### src/rtl/drum_pkg.sv
// Shared types and tempo constants for the drum machine run-time blocks.
package drum_pkg;

    // Run mode of the scheduler.
    typedef enum logic [1:0] {
        IDLE   = 2'd0,
        PLAY   = 2'd1,
        RECORD = 2'd2
    } mode_t;

    // Pattern geometry: eight steps per bar, indexed 7 down to 0.
    localparam int STEPS  = 8;
    localparam int STEP_W = 3;

    // Default build: four tracks, 50 MHz clock, 120 BPM sixteenths.
    localparam int          TRACKS_DEFAULT     = 4;
    localparam logic [31:0] PERIOD_DEFAULT_CYC = 32'd6_250_000;
    localparam logic [31:0] PERIOD_MIN_CYC     = 32'd1_562_500;
    localparam logic [31:0] PERIOD_MAX_CYC     = 32'd25_000_000;
    localparam logic [31:0] PERIOD_STEP_CYC    = 32'd312_500;

    // Next step period after one tempo event. The limits are checked before
    // the add/subtract, so the result never wraps around 32 bits.
    function automatic logic [31:0] next_period(
        input logic [31:0] cur,
        input logic        up,
        input logic        down,
        input logic [31:0] pmin,
        input logic [31:0] pmax,
        input logic [31:0] pstep
    );
        logic [31:0] res;
        res = cur;
        if (up && !down) begin
            res = (cur < pmin + pstep) ? pmin : cur - pstep;
        end else if (down && !up) begin
            res = (cur > pmax - pstep) ? pmax : cur + pstep;
        end
        return res;
    endfunction

endpackage

### src/rtl/step_tempo_gen.sv
// Step timing: tempo period register, phase counter, beat and step strobes.
// The period register changes immediately on a tempo event, but the phase
// counter only picks it up at the next wrap, so a running step is never cut.
module step_tempo_gen
    import drum_pkg::*;
#(
    parameter logic [31:0] PERIOD_DEFAULT = PERIOD_DEFAULT_CYC,
    parameter logic [31:0] PERIOD_MIN     = PERIOD_MIN_CYC,
    parameter logic [31:0] PERIOD_MAX     = PERIOD_MAX_CYC,
    parameter logic [31:0] PERIOD_STEP    = PERIOD_STEP_CYC
) (
    input  logic clock,
    input  logic reset,
    input  logic run,         // mode after this edge is PLAY or RECORD
    input  logic tempo_up,
    input  logic tempo_down,
    output logic beat,
    output logic step_start,  // this cycle is the first cycle of a step
    output logic step_load,   // this edge enters a run from IDLE
    output logic step_adv     // this edge wraps the phase counter
);

    logic [31:0] period;
    logic [31:0] period_active;
    logic [31:0] phase;
    logic [31:0] phase_next;
    logic [31:0] active_next;
    logic        run_q;

    // Phase advance, wrap and reload decisions for the coming edge.
    always_comb begin
        // NOTE: every output of this block gets a default before any branch,
        // otherwise an unassigned path would infer a latch.
        phase_next  = phase;
        active_next = period_active;
        step_load   = 1'b0;
        step_adv    = 1'b0;
        if (run && !run_q) begin
            phase_next  = '0;
            active_next = period;
            step_load   = 1'b1;
        end else if (run && run_q) begin
            if (phase == period_active - 32'd1) begin
                phase_next  = '0;
                active_next = period;
                step_adv    = 1'b1;
            end else begin
                phase_next = phase + 32'd1;
            end
        end
    end

    assign step_start = run_q && (phase == '0);

    // Timing registers; beat is computed from the post-edge phase so it
    // rises on the same edge as the step index changes.
    always_ff @(posedge clock) begin
        // NOTE: sequential state uses non-blocking assignments so every
        // register samples pre-edge values regardless of statement order.
        if (reset) begin
            run_q         <= 1'b0;
            phase         <= '0;
            period_active <= PERIOD_DEFAULT;
            period        <= PERIOD_DEFAULT;
            beat          <= 1'b0;
        end else begin
            run_q         <= run;
            phase         <= phase_next;
            period_active <= active_next;
            period        <= next_period(period, tempo_up, tempo_down,
                                         PERIOD_MIN, PERIOD_MAX, PERIOD_STEP);
            beat          <= run && (phase_next < (active_next >> 1));
        end
    end

endmodule

### src/rtl/drum_step_scheduler.sv
// Drum machine run-time controller: mode FSM, track select, step counter
// and per-track trigger lookup. Front-panel pulses are flopped once, so a
// pulse sampled at edge N is acted on at edge N+1.
module drum_step_scheduler
    import drum_pkg::*;
#(
    parameter  int          NUM_TRACKS     = TRACKS_DEFAULT,
    parameter  logic [31:0] PERIOD_DEFAULT = PERIOD_DEFAULT_CYC,
    parameter  logic [31:0] PERIOD_MIN     = PERIOD_MIN_CYC,
    parameter  logic [31:0] PERIOD_MAX     = PERIOD_MAX_CYC,
    parameter  logic [31:0] PERIOD_STEP    = PERIOD_STEP_CYC,
    localparam int          TRACK_W        = (NUM_TRACKS > 1) ? $clog2(NUM_TRACKS) : 1
) (
    input  logic                    clock,
    input  logic                    reset,
    input  logic                    start_stop,
    input  logic                    rec,
    input  logic                    next_track,
    input  logic                    tempo_up,
    input  logic                    tempo_down,
    input  logic [8*NUM_TRACKS-1:0] patterns,
    output logic                    beat,
    output logic [STEP_W-1:0]       step,
    output logic [NUM_TRACKS-1:0]   rec_enable,
    output logic [NUM_TRACKS-1:0]   trig,
    output logic [TRACK_W-1:0]      track_sel,
    output logic                    running
);

    localparam logic [STEP_W-1:0]  FIRST_STEP = STEP_W'(STEPS - 1);
    localparam logic [TRACK_W-1:0] LAST_TRACK = TRACK_W'(NUM_TRACKS - 1);

    logic                  ss_q;
    logic                  rec_q;
    logic                  next_q;
    logic                  up_q;
    logic                  down_q;
    mode_t                 mode_q;
    mode_t                 mode_d;
    logic                  run_d;
    logic [TRACK_W-1:0]    track_d;
    logic [NUM_TRACKS-1:0] rec_enable_d;
    logic [NUM_TRACKS-1:0] trig_d;
    logic                  step_start;
    logic                  step_load;
    logic                  step_adv;

    // Flop the front-panel pulses so all decisions use registered inputs.
    always_ff @(posedge clock) begin
        if (reset) begin
            ss_q   <= 1'b0;
            rec_q  <= 1'b0;
            next_q <= 1'b0;
            up_q   <= 1'b0;
            down_q <= 1'b0;
        end else begin
            ss_q   <= start_stop;
            rec_q  <= rec;
            next_q <= next_track;
            up_q   <= tempo_up;
            down_q <= tempo_down;
        end
    end

    // Mode state register.
    always_ff @(posedge clock) begin
        if (reset) begin
            mode_q <= IDLE;
        end else begin
            mode_q <= mode_d;
        end
    end

    // Next mode; start_stop outranks rec when both arrive together.
    always_comb begin
        mode_d = mode_q;
        case (mode_q)
            IDLE: begin
                if (ss_q)       mode_d = PLAY;
                else if (rec_q) mode_d = RECORD;
            end
            PLAY: begin
                if (ss_q)       mode_d = IDLE;
                else if (rec_q) mode_d = RECORD;
            end
            RECORD: begin
                if (ss_q)       mode_d = IDLE;
                else if (rec_q) mode_d = PLAY;
            end
            default: mode_d = IDLE;
        endcase
    end

    assign run_d = (mode_d != IDLE);

    // Track selection steps round-robin through the tracks.
    always_comb begin
        track_d = track_sel;
        if (next_q) begin
            track_d = (track_sel == LAST_TRACK) ? '0 : track_sel + TRACK_W'(1);
        end
    end

    // Only the selected track's input block may record, and only in RECORD.
    always_comb begin
        rec_enable_d = '0;
        if (mode_d == RECORD) begin
            rec_enable_d[track_d] = 1'b1;
        end
    end

    // At a step start each track fires if its pattern bit for this step is set.
    always_comb begin
        trig_d = '0;
        if (step_start) begin
            for (int t = 0; t < NUM_TRACKS; t++) begin
                trig_d[t] = patterns[8*t + int'(step)];
            end
        end
    end

    // Registered mode-related outputs and the track selection.
    always_ff @(posedge clock) begin
        if (reset) begin
            track_sel  <= '0;
            running    <= 1'b0;
            rec_enable <= '0;
        end else begin
            track_sel  <= track_d;
            running    <= run_d;
            rec_enable <= rec_enable_d;
        end
    end

    // Step counter runs 7 down to 0 and wraps; triggers lag step start by one.
    always_ff @(posedge clock) begin
        if (reset) begin
            step <= FIRST_STEP;
            trig <= '0;
        end else begin
            trig <= trig_d;
            if (step_load) begin
                step <= FIRST_STEP;
            end else if (step_adv) begin
                step <= step - STEP_W'(1);
            end
        end
    end

    step_tempo_gen #(
        .PERIOD_DEFAULT (PERIOD_DEFAULT),
        .PERIOD_MIN     (PERIOD_MIN),
        .PERIOD_MAX     (PERIOD_MAX),
        .PERIOD_STEP    (PERIOD_STEP)
    ) u_tempo (
        .clock      (clock),
        .reset      (reset),
        .run        (run_d),
        .tempo_up   (up_q),
        .tempo_down (down_q),
        .beat       (beat),
        .step_start (step_start),
        .step_load  (step_load),
        .step_adv   (step_adv)
    );

endmodule

### config.mk
export PLATFORM = sky130hd
export DESIGN_NAME = drum_step_scheduler
export DESIGN_NICKNAME = d
export VERILOG_FILES = /design/src/rtl/drum_pkg.sv /design/src/rtl/step_tempo_gen.sv /design/src/rtl/drum_step_scheduler.sv
export SDC_FILE = /design/constraint.sdc
export NUM_CORES = 1
export LEC_CHECK = 0
export CAP_MARGIN = 10
export CORE_MARGIN = 2
export CORE_UTILIZATION = 45
export CTS_BUF_LIST = sky130_fd_sc_hd__clkbuf_8 sky130_fd_sc_hd__clkbuf_16
export DETAILED_ROUTE_END_ITERATION = 8
export SETUP_SLACK_MARGIN = 0.5
export SYNTH_ARGS = -nofsm -noshare
export SYNTH_HDL_FRONTEND = slang
export SYNTH_SLANG_ARGS = --single-unit
### constraint.sdc
create_clock -name clock -period 11.65 [get_ports clock]
set_clock_uncertainty 0.15 [all_clocks]
set_input_delay 1.7475 -clock clock [delete_from_list [all_inputs] [get_ports clock]]
set_output_delay 1.7475 -clock clock [all_outputs]
set_load 0.01 [all_outputs]
# --- Word level (Yosys, flattened, before mapping) ---
# Index checks and enable logic that the tools add are counted.
classes:
  bitwise_logic: 2
  muxes: 35
  add_sub_neg: 9
  magnitude_cmp: 9
  eq_ne: 5
  reduce_logical: 20
op_table:
  columns: ["operator", "count"]
  rows:
  - ["32-bit two-way mux", 10]
  - ["32-bit by 1-bit adder with 32-bit output (second input constant)", 1]
  - ["32-bit by 19-bit adder with 32-bit output (second input constant)", 1]
  - ["32-bit equality test", 1]
  - ["32-bit by 25-bit greater-than comparator with 1-bit output (second input constant)", 1]
  - ["32-bit zero test", 1]
  - ["32-bit by 21-bit < comparator with 1-bit output (second input constant)", 1]
  - ["32-bit by 31-bit < comparator with 1-bit output", 1]
  - ["32-bit by 1-bit subtractor with 32-bit output (second input constant)", 1]
  - ["32-bit by 19-bit subtractor with 32-bit output (second input constant)", 1]
  - ["1-bit binary-select mux with 5-bit select", 3]
  - ["2-bit two-way mux", 7]
  - ["5-bit by 3-bit adder with 6-bit output (first input constant)", 2]
  - ["6-bit < comparator (second input constant)", 2]
  - ["1-bit two-way mux", 12]
  - ["2-bit nonzero test", 4]
  - ["1-bit logical AND", 7]
  - ["2-bit equality test (second input constant)", 3]
  - ["3-bit by 6-bit < comparator with 1-bit output (second input constant)", 1]
  - ["5-bit by 6-bit < comparator with 1-bit output (second input constant)", 1]
  - ["2-bit case mux with 3 select lines", 1]
  - ["2-bit OR reduction", 3]
  - ["4-bit by 3-bit adder with 5-bit output (first input constant)", 1]
  - ["1-bit binary-select mux with 3-bit select", 1]
  - ["10 further kinds", 13]
word_totals:
  register_bits: 118
  word_cells: 96

# --- Logic depth before layout (Yosys ltp) ---
depth:
  depth_word: 9
  ltp_mapped: 24
  ltp_nobuf: 19

# --- Cells and area by module ---
# Synthesis repeated with hierarchy kept, for this count alone.
hier_totals:
  cells_unflattened: 1117
  hier_area_um2: 8630.8
modules_own_cells:
  columns: ["module", "cells_per_inst", "n_inst", "area_per_inst_um2"]
  rows:
  - ["step_tempo_gen", 1000, 1, 7567.3]
  - ["drum_step_scheduler", 117, 1, 1063.5]

# --- Worst setup path after synthesis ---
# Ideal clock, no wire load.
synth_timing:
  kind: "reg-to-reg"
  startpoint: "register u_tempo.period_active[0]"
  endpoint: "register u_tempo.beat"
  path_stages_with_launch: 23
  n_path_buf: 4
  slack_ns: 6.960
  period_less_slack_ns: 4.690
  t_arrival_ns: 4.482
  cell_sequence: "dfxtp_1 inv_1 ha_1 clkbuf_1 nand3_1 or4b_1 a31oi_1 nand4bb_1 or4_1 buf_2 o22ai_2 buf_6 buf_8 mux2i_1 ha_1 and4_1 a21oi_1 o21ai_0 a21o_1 o31ai_1 a21o_1 o41ai_2 a2bb2o_1"
synth_via:
  elab_chain_cells: 7
  elab_cells_between_ends: 10
  classes_between: "add/sub (1); order compare (1); eq/ne (1); mux (6); reduce/logical (1)"
synth_lines:
  columns: ["item", "line", "rtl"]
  rows:
  - ["from (decl)", "step_tempo_gen.sv:24", "logic [31:0] period_active;"]
  - ["from (signal assigned)", "step_tempo_gen.sv:69", "period_active <= active_next;"]
  - ["32-bit by 1-bit subtractor with 32-bit output (*)", "step_tempo_gen.sv:43", "if (phase == period_active - 32'd1) begin"]
  - ["32-bit equality test (*)", "step_tempo_gen.sv:43", null]
  - ["32-bit two-way mux", "step_tempo_gen.sv:43", null]
  - ["32-bit two-way mux", "step_tempo_gen.sv:42", "end else if (run && run_q) begin"]
  - ["32-bit two-way mux", "step_tempo_gen.sv:38", "if (run && !run_q) begin"]
  - ["32-bit by 31-bit < comparator with 1-bit output (*)", "step_tempo_gen.sv:72", "beat <= run && (phase_next < (active_next >> 1));"]
  - ["1-bit logical AND (*)", "step_tempo_gen.sv:72", null]
  - ["to (signal assigned)", "step_tempo_gen.sv:72", null]
  - ["to (decl)", "step_tempo_gen.sv:17", "output logic beat,"]
# Every way passes the cells marked *; elsewhere a longest branch is shown, timed or not. The select of a mux whose other input is x is not followed.
# A chain may end at the register's enable or synchronous reset.

# --- Worst setup path after layout ---
layout_timing:
  startpoint: "register u_tempo.period_active[2]"
  endpoint: "register u_tempo.beat"
layout_via:
  elab_chain_cells: 7
  elab_cells_between_ends: 10
  classes_between: "add/sub (1); order compare (1); eq/ne (1); mux (6); reduce/logical (1)"
layout_lines:
  columns: ["item", "line"]
  rows:
  - ["32-bit by 1-bit subtractor with 32-bit output", "step_tempo_gen.sv:43"]
  - ["32-bit equality test", "step_tempo_gen.sv:43"]
  - ["32-bit two-way mux", "step_tempo_gen.sv:43"]
  - ["32-bit two-way mux", "step_tempo_gen.sv:42"]
  - ["32-bit two-way mux", "step_tempo_gen.sv:38"]
  - ["32-bit by 31-bit < comparator with 1-bit output (*)", "step_tempo_gen.sv:72"]
  - ["1-bit logical AND (*)", "step_tempo_gen.sv:72"]
# Marks and branches as above.

==> metrics.txt <==
# TYPE chip_impl_metric gauge
chip_impl_metric{name="worstPathMaxFanout",unit=""} 42
chip_impl_metric{name="synth.yosys.seq_area_share",unit="%"} 26.5
chip_impl_metric{name="place.detailed.instances",unit=""} 1356
chip_impl_metric{name="netlist_area_before_placement",unit="µm²"} 8770
chip_impl_metric{name="grt_pass1_wl",unit="mm"} 40.4
chip_impl_info{name="cp_top_family",value="simple AND/OR/NAND/NOR gates"} 1
chip_impl_info{name="gr-max-usage-layer",value="met2"} 1
chip_impl_metric{name="fmax",unit="GHz"} 0.165
chip_impl_info{name="ys.flop_type",value="sky130_fd_sc_hd__dfxtp_1"} 1
chip_impl_metric{name="floorplan.core_area",unit="µm²"} 19300
chip_impl_metric{name="ff2ff_path_depth",unit=""} 18
chip_impl_metric{name="worst-slew-pin-transition",unit="ns"} 1.07
chip_impl_metric{name="share_of_flip_flops_with_an_asynchronous_set_or_reset_after_synthesis",unit="%"} 0
chip_impl_info{name="cts.root.buffer_cell",value="sky130_fd_sc_hd__clkbuf_16"} 1
chip_impl_metric{name="globalplace.congestion",unit=""} 0.877
chip_impl_metric{name="met3_usage",unit="%"} 4.73
chip_impl_metric{name="path_clk_slew",unit="ns"} 0.06
chip_impl_metric{name="grt.met2_usage",unit="%"} 39.7
chip_impl_metric{name="worstPathArrival",unit="ns"} 6.28
chip_impl_metric{name="via_count_of_the_first_global_routing_pass",unit=""} 7501
chip_impl_metric{name="overall_global_routing_usage",unit="%"} 25.1
chip_impl_metric{name="timing.reg2reg.setup_slack",unit="ns"} 5.59
chip_impl_metric{name="dpl.hpwl",unit="mm"} 18.3
chip_impl_metric{name="postCtsHoldBufs",unit=""} 0
chip_impl_metric{name="worstPathBufferInverterCount",unit=""} 1
chip_impl_info{name="regToRegStartpoint",value="u_tempo.period_active[2]$_SDFF_PP0_"} 1
chip_impl_metric{name="firstDrtPassIters",unit=""} 7
chip_impl_metric{name="cts_buffer_depth",unit=""} 2
chip_impl_metric{name="netlist_instances",unit=""} 1120
chip_impl_metric{name="grt_antenna_before_repair",unit=""} 0
chip_impl_metric{name="synthesis.area_per_instance",unit="µm²"} 7.83
chip_impl_info{name="run_status",value="finished, final reports clean"} 1
chip_impl_metric{name="finalNonFillerCells",unit=""} 1387
chip_impl_metric{name="timing.setup.tns",unit="ns"} 0
chip_impl_metric{name="timing.final.max_slew_violations",unit=""} 0
chip_impl_metric{name="drt-wirelength-per-cell",unit="µm"} 18.2
chip_impl_metric{name="whs",unit="ns"} 0.380
chip_impl_metric{name="postLayoutCellArea",unit="µm²"} 9750
chip_impl_metric{name="timing.hold.worst_path_depth",unit=""} 2
chip_impl_metric{name="net_count_synth",unit=""} 1197
chip_impl_metric{name="cellLeakagePower",unit="nW"} 3.82
chip_impl_metric{name="layout-drive-gt1-share",unit="%"} 6.06
chip_impl_info{name="post_synth_most_frequent_cells",value="sky130_fd_sc_hd__nor2_1, sky130_fd_sc_hd__dfxtp_1, sky130_fd_sc_hd__nand2_1"} 1
chip_impl_metric{name="postCtsSetupBuffers",unit=""} 0
chip_impl_metric{name="synth.distinct_cells",unit=""} 81
chip_impl_info{name="yosys-top-cells-area",value="sky130_fd_sc_hd__dfxtp_1, sky130_fd_sc_hd__mux2i_1, sky130_fd_sc_hd__nor2_1"} 1
chip_impl_metric{name="vdd_drop_max",unit="mV"} 0.100
chip_impl_info{name="kind_of_capture_point_of_the_worst_setup_path",value="flip-flop"} 1
chip_impl_metric{name="cts-resized-gates",unit=""} 0
chip_impl_metric{name="slowest_delay",unit="ns"} 0.72
chip_impl_info{name="chain_of_cells_forming_the_critical_path",value="nor4_4, nand4_1, nand4bb_1, o311ai_1, nand4bb_1, or4_1, o22ai_4, buf_4, mux2i_1, ha_1, and4_1, a21oi_1, o21ai_0, a21o_1, o31ai_1, a21o_1, o41ai_2, a2bb2o_1"} 1
chip_impl_metric{name="hold_viol_final",unit=""} 0
chip_impl_metric{name="n_antenna_cell",unit=""} 0
chip_impl_metric{name="tritoncts_num_sinks",unit=""} 116
chip_impl_info{name="synth_top_area_cell",value="sky130_fd_sc_hd__dfxtp_1"} 1
chip_impl_metric{name="crit_required",unit="ns"} 11.87
chip_impl_metric{name="placement.io_buffers",unit=""} 53
chip_impl_info{name="worst_hold_path_type",value="flip-flop to flip-flop"} 1
chip_impl_metric{name="route.detailed.drc",unit=""} 0
chip_impl_metric{name="routed_wirelength",unit="mm"} 25.2
chip_impl_metric{name="htreeDepth",unit=""} 4
chip_impl_info{name="synth_most_common_cell",value="sky130_fd_sc_hd__nor2_1"} 1
chip_impl_info{name="worst_hold_path_startpoint",value="u_tempo.period_active[30]$_SDFF_PP0_"} 1
chip_impl_metric{name="io_pins",unit=""} 54
chip_impl_info{name="critical_path.slowest_cell",value="sky130_fd_sc_hd__or4_1"} 1
chip_impl_metric{name="ratio_of_total_power_to_cell_area",unit="nW/µm²"} 122
chip_impl_metric{name="gr-usage-met1",unit="%"} 34.0
chip_impl_info{name="cts_tree",value="built"} 1
chip_impl_metric{name="period_minus_slack",unit="ns"} 6.06
chip_impl_metric{name="gr-total-overflow",unit=""} 0
chip_impl_metric{name="placedInstanceArea",unit="µm²"} 9230
chip_impl_metric{name="synth_top_cell_area_share",unit="%"} 26.5
chip_impl_info{name="grt_setup_unrepaired",value="no"} 1
chip_impl_info{name="critPathLaunchType",value="flip-flop"} 1
chip_impl_metric{name="synth-seq-cells",unit=""} 116
chip_impl_metric{name="n_fill_cell",unit=""} 1920
chip_impl_metric{name="cts_made_buffers",unit=""} 17
chip_impl_metric{name="power",unit="W"} 0.00119
chip_impl_metric{name="max_slew_margin",unit="%"} 28.4
chip_impl_metric{name="clkLatencyLatePin",unit="ns"} 0.43
chip_impl_metric{name="antenna_left",unit=""} 0
chip_impl_info{name="worst_case_hold_path_end_point",value="u_tempo.period_active[30]$_SDFF_PP0_"} 1
chip_impl_metric{name="setup_viol",unit=""} 0
chip_impl_metric{name="die-area",unit="µm²"} 20600
chip_impl_metric{name="fp.dieH",unit="µm"} 144
chip_impl_metric{name="grt_start_max_net_pins",unit=""} 53
chip_impl_metric{name="area_growth_syn_to_layout",unit="%"} 11.2
chip_impl_metric{name="finalCritPeriodShare",unit="%"} 52.0
chip_impl_metric{name="start_util",unit="%"} 45.5
chip_impl_metric{name="vias",unit=""} 8071
chip_impl_metric{name="die_w",unit="µm"} 144
chip_impl_metric{name="detailedRoute.firstIterationViolations",unit=""} 559
chip_impl_metric{name="route.detailed.vias_per_inst",unit=""} 5.82
chip_impl_info{name="crit_path_class",value="flip-flop to flip-flop"} 1
chip_impl_metric{name="yosysWarnings",unit=""} 0
chip_impl_info{name="capture_instance_of_the_worst_register_to_register_path",value="u_tempo.beat$_SDFF_PP0_"} 1
chip_impl_metric{name="post_synth_edffs",unit=""} 0
chip_impl_metric{name="design.final.nets",unit=""} 1187
chip_impl_metric{name="floorplan.rows",unit=""} 51
chip_impl_metric{name="max-cap-violations",unit=""} 0
==> worst max path at each step <==
stage / from / end / slack [ns] / cells after the start
floorplan: u_tempo.period_active[0]$_SDFFE_PP0P_ / u_tempo.beat$_SDFF_PP0_ / 6.96 / 22
global placement: u_tempo.period_active[2]$_SDFF_PP0_ / u_tempo.beat$_SDFF_PP0_ / 5.77 / 17
detailed placement: u_tempo.period_active[2]$_SDFF_PP0_ / u_tempo.beat$_SDFF_PP0_ / 5.70 / 17
CTS: u_tempo.period_active[2]$_SDFF_PP0_ / u_tempo.beat$_SDFF_PP0_ / 5.64 / 17
global route: u_tempo.period_active[2]$_SDFF_PP0_ / u_tempo.beat$_SDFF_PP0_ / 5.22 / 17
finish: u_tempo.period_active[2]$_SDFF_PP0_ / u_tempo.beat$_SDFF_PP0_ / 5.59 / 18
==> power by group <==
group / total, W / internal [W] / switching (W) / leakage [nW]
Sequential: 0.000472 / 0.000417 / 0.0000549 / 0.944
Combinational: 0.000246 / 0.000106 / 0.000139 / 2.62
Clock: 0.000472 / 0.000268 / 0.000204 / 0.256
==> flip-flops by register name (all words and copies together), names as in the netlist, 2 cells and up <==
| register | count |
|---|---|
| u_tempo.period | 30 |
| rec_enable | 4 |
| track_sel | 2 |
| step | 3 |
| trig | 4 |
| mode_q | 2 |
| u_tempo.phase | 32 |
| u_tempo.period_active | 32 |
==> metal layers <==
layer	up-vias	wire length [µm]
met2	225	11700
met3	39	1230
li1	4021	-
met1	3786	11700
met4	0	558
met5	-	0
==> placed cells by master, fill, tap and decap left out, types with 7 or more instances in the layout <==
cell type / instances
sky130_fd_sc_hd__ha_1: 38
sky130_fd_sc_hd__and2_1: 7
sky130_fd_sc_hd__o21ai_0: 41
sky130_fd_sc_hd__or4_1: 9
sky130_fd_sc_hd__or3_1: 8
sky130_fd_sc_hd__nor4_1: 20
sky130_fd_sc_hd__and4_1: 11
sky130_fd_sc_hd__and3_1: 15
sky130_fd_sc_hd__a211oi_1: 10
sky130_fd_sc_hd__buf_4: 9
sky130_fd_sc_hd__nor2b_1: 11
sky130_fd_sc_hd__o31ai_1: 10
sky130_fd_sc_hd__xor2_1: 43
sky130_fd_sc_hd__dfxtp_1: 116
sky130_fd_sc_hd__a21o_1: 10
sky130_fd_sc_hd__nor2_1: 161
sky130_fd_sc_hd__nand3_1: 42
sky130_fd_sc_hd__clkbuf_16: 17
sky130_fd_sc_hd__a31oi_1: 12
sky130_fd_sc_hd__clkdlybuf4s50_1: 52
sky130_fd_sc_hd__inv_1: 29
sky130_fd_sc_hd__a21oi_1: 49
sky130_fd_sc_hd__mux2i_1: 71
sky130_fd_sc_hd__nor3_1: 31
sky130_fd_sc_hd__mux4_2: 8
sky130_fd_sc_hd__nand2_1: 101
sky130_fd_sc_hd__nand4_1: 23
sky130_fd_sc_hd__xnor2_1: 36
==> metrics by stage <==
| step | util, % | setup WS [ns] |
|---|---|---|
| global route | 50.6 | 5.22 |
| CTS | 50.6 | 5.64 |
| floorplan | - | 6.96 |
| finish | 50.6 | 5.59 |
| global placement | 47.9 | 5.77 |
| detailed placement | 47.9 | 5.70 |
==> final cells by class <==
type / count / area (µm²) / area share, %
repair buffers: 62 / 593 / 6.08
inverters: 30 / 113 / 1.16
multi-input cells: 883 / 5870 / 60.2
flip-flops and latches: 116 / 2320 / 23.8
clock inverters: 14 / 91.3 / 0.937
clock buffers: 17 / 425 / 4.36
well taps: 265 / 332 / 3.40
==> tightest hold or removal path, cell delays in order, from the launching register on <==
cell and delay (ns):
sky130_fd_sc_hd__dfxtp_1 0.35, sky130_fd_sc_hd__nand2_1 0.07, sky130_fd_sc_hd__mux2i_1 0.06
==> kinds of logic (layout without fill, tap and decap cells) <==
family	count (synthesis)	count (layout)	synth area share, %
AND/OR/NAND/NOR	477	477	26.9
XOR/XNOR	79	79	7.89
buffers and inverters	121	123	6.62
AO/OA/AOI/OAI	210	210	16.5
adder cells (fa/ha/maj)	38	38	5.42
multiplexers	79	79	10.2
flip-flops	116	116	26.5
(Power assumes the default switching activity.)
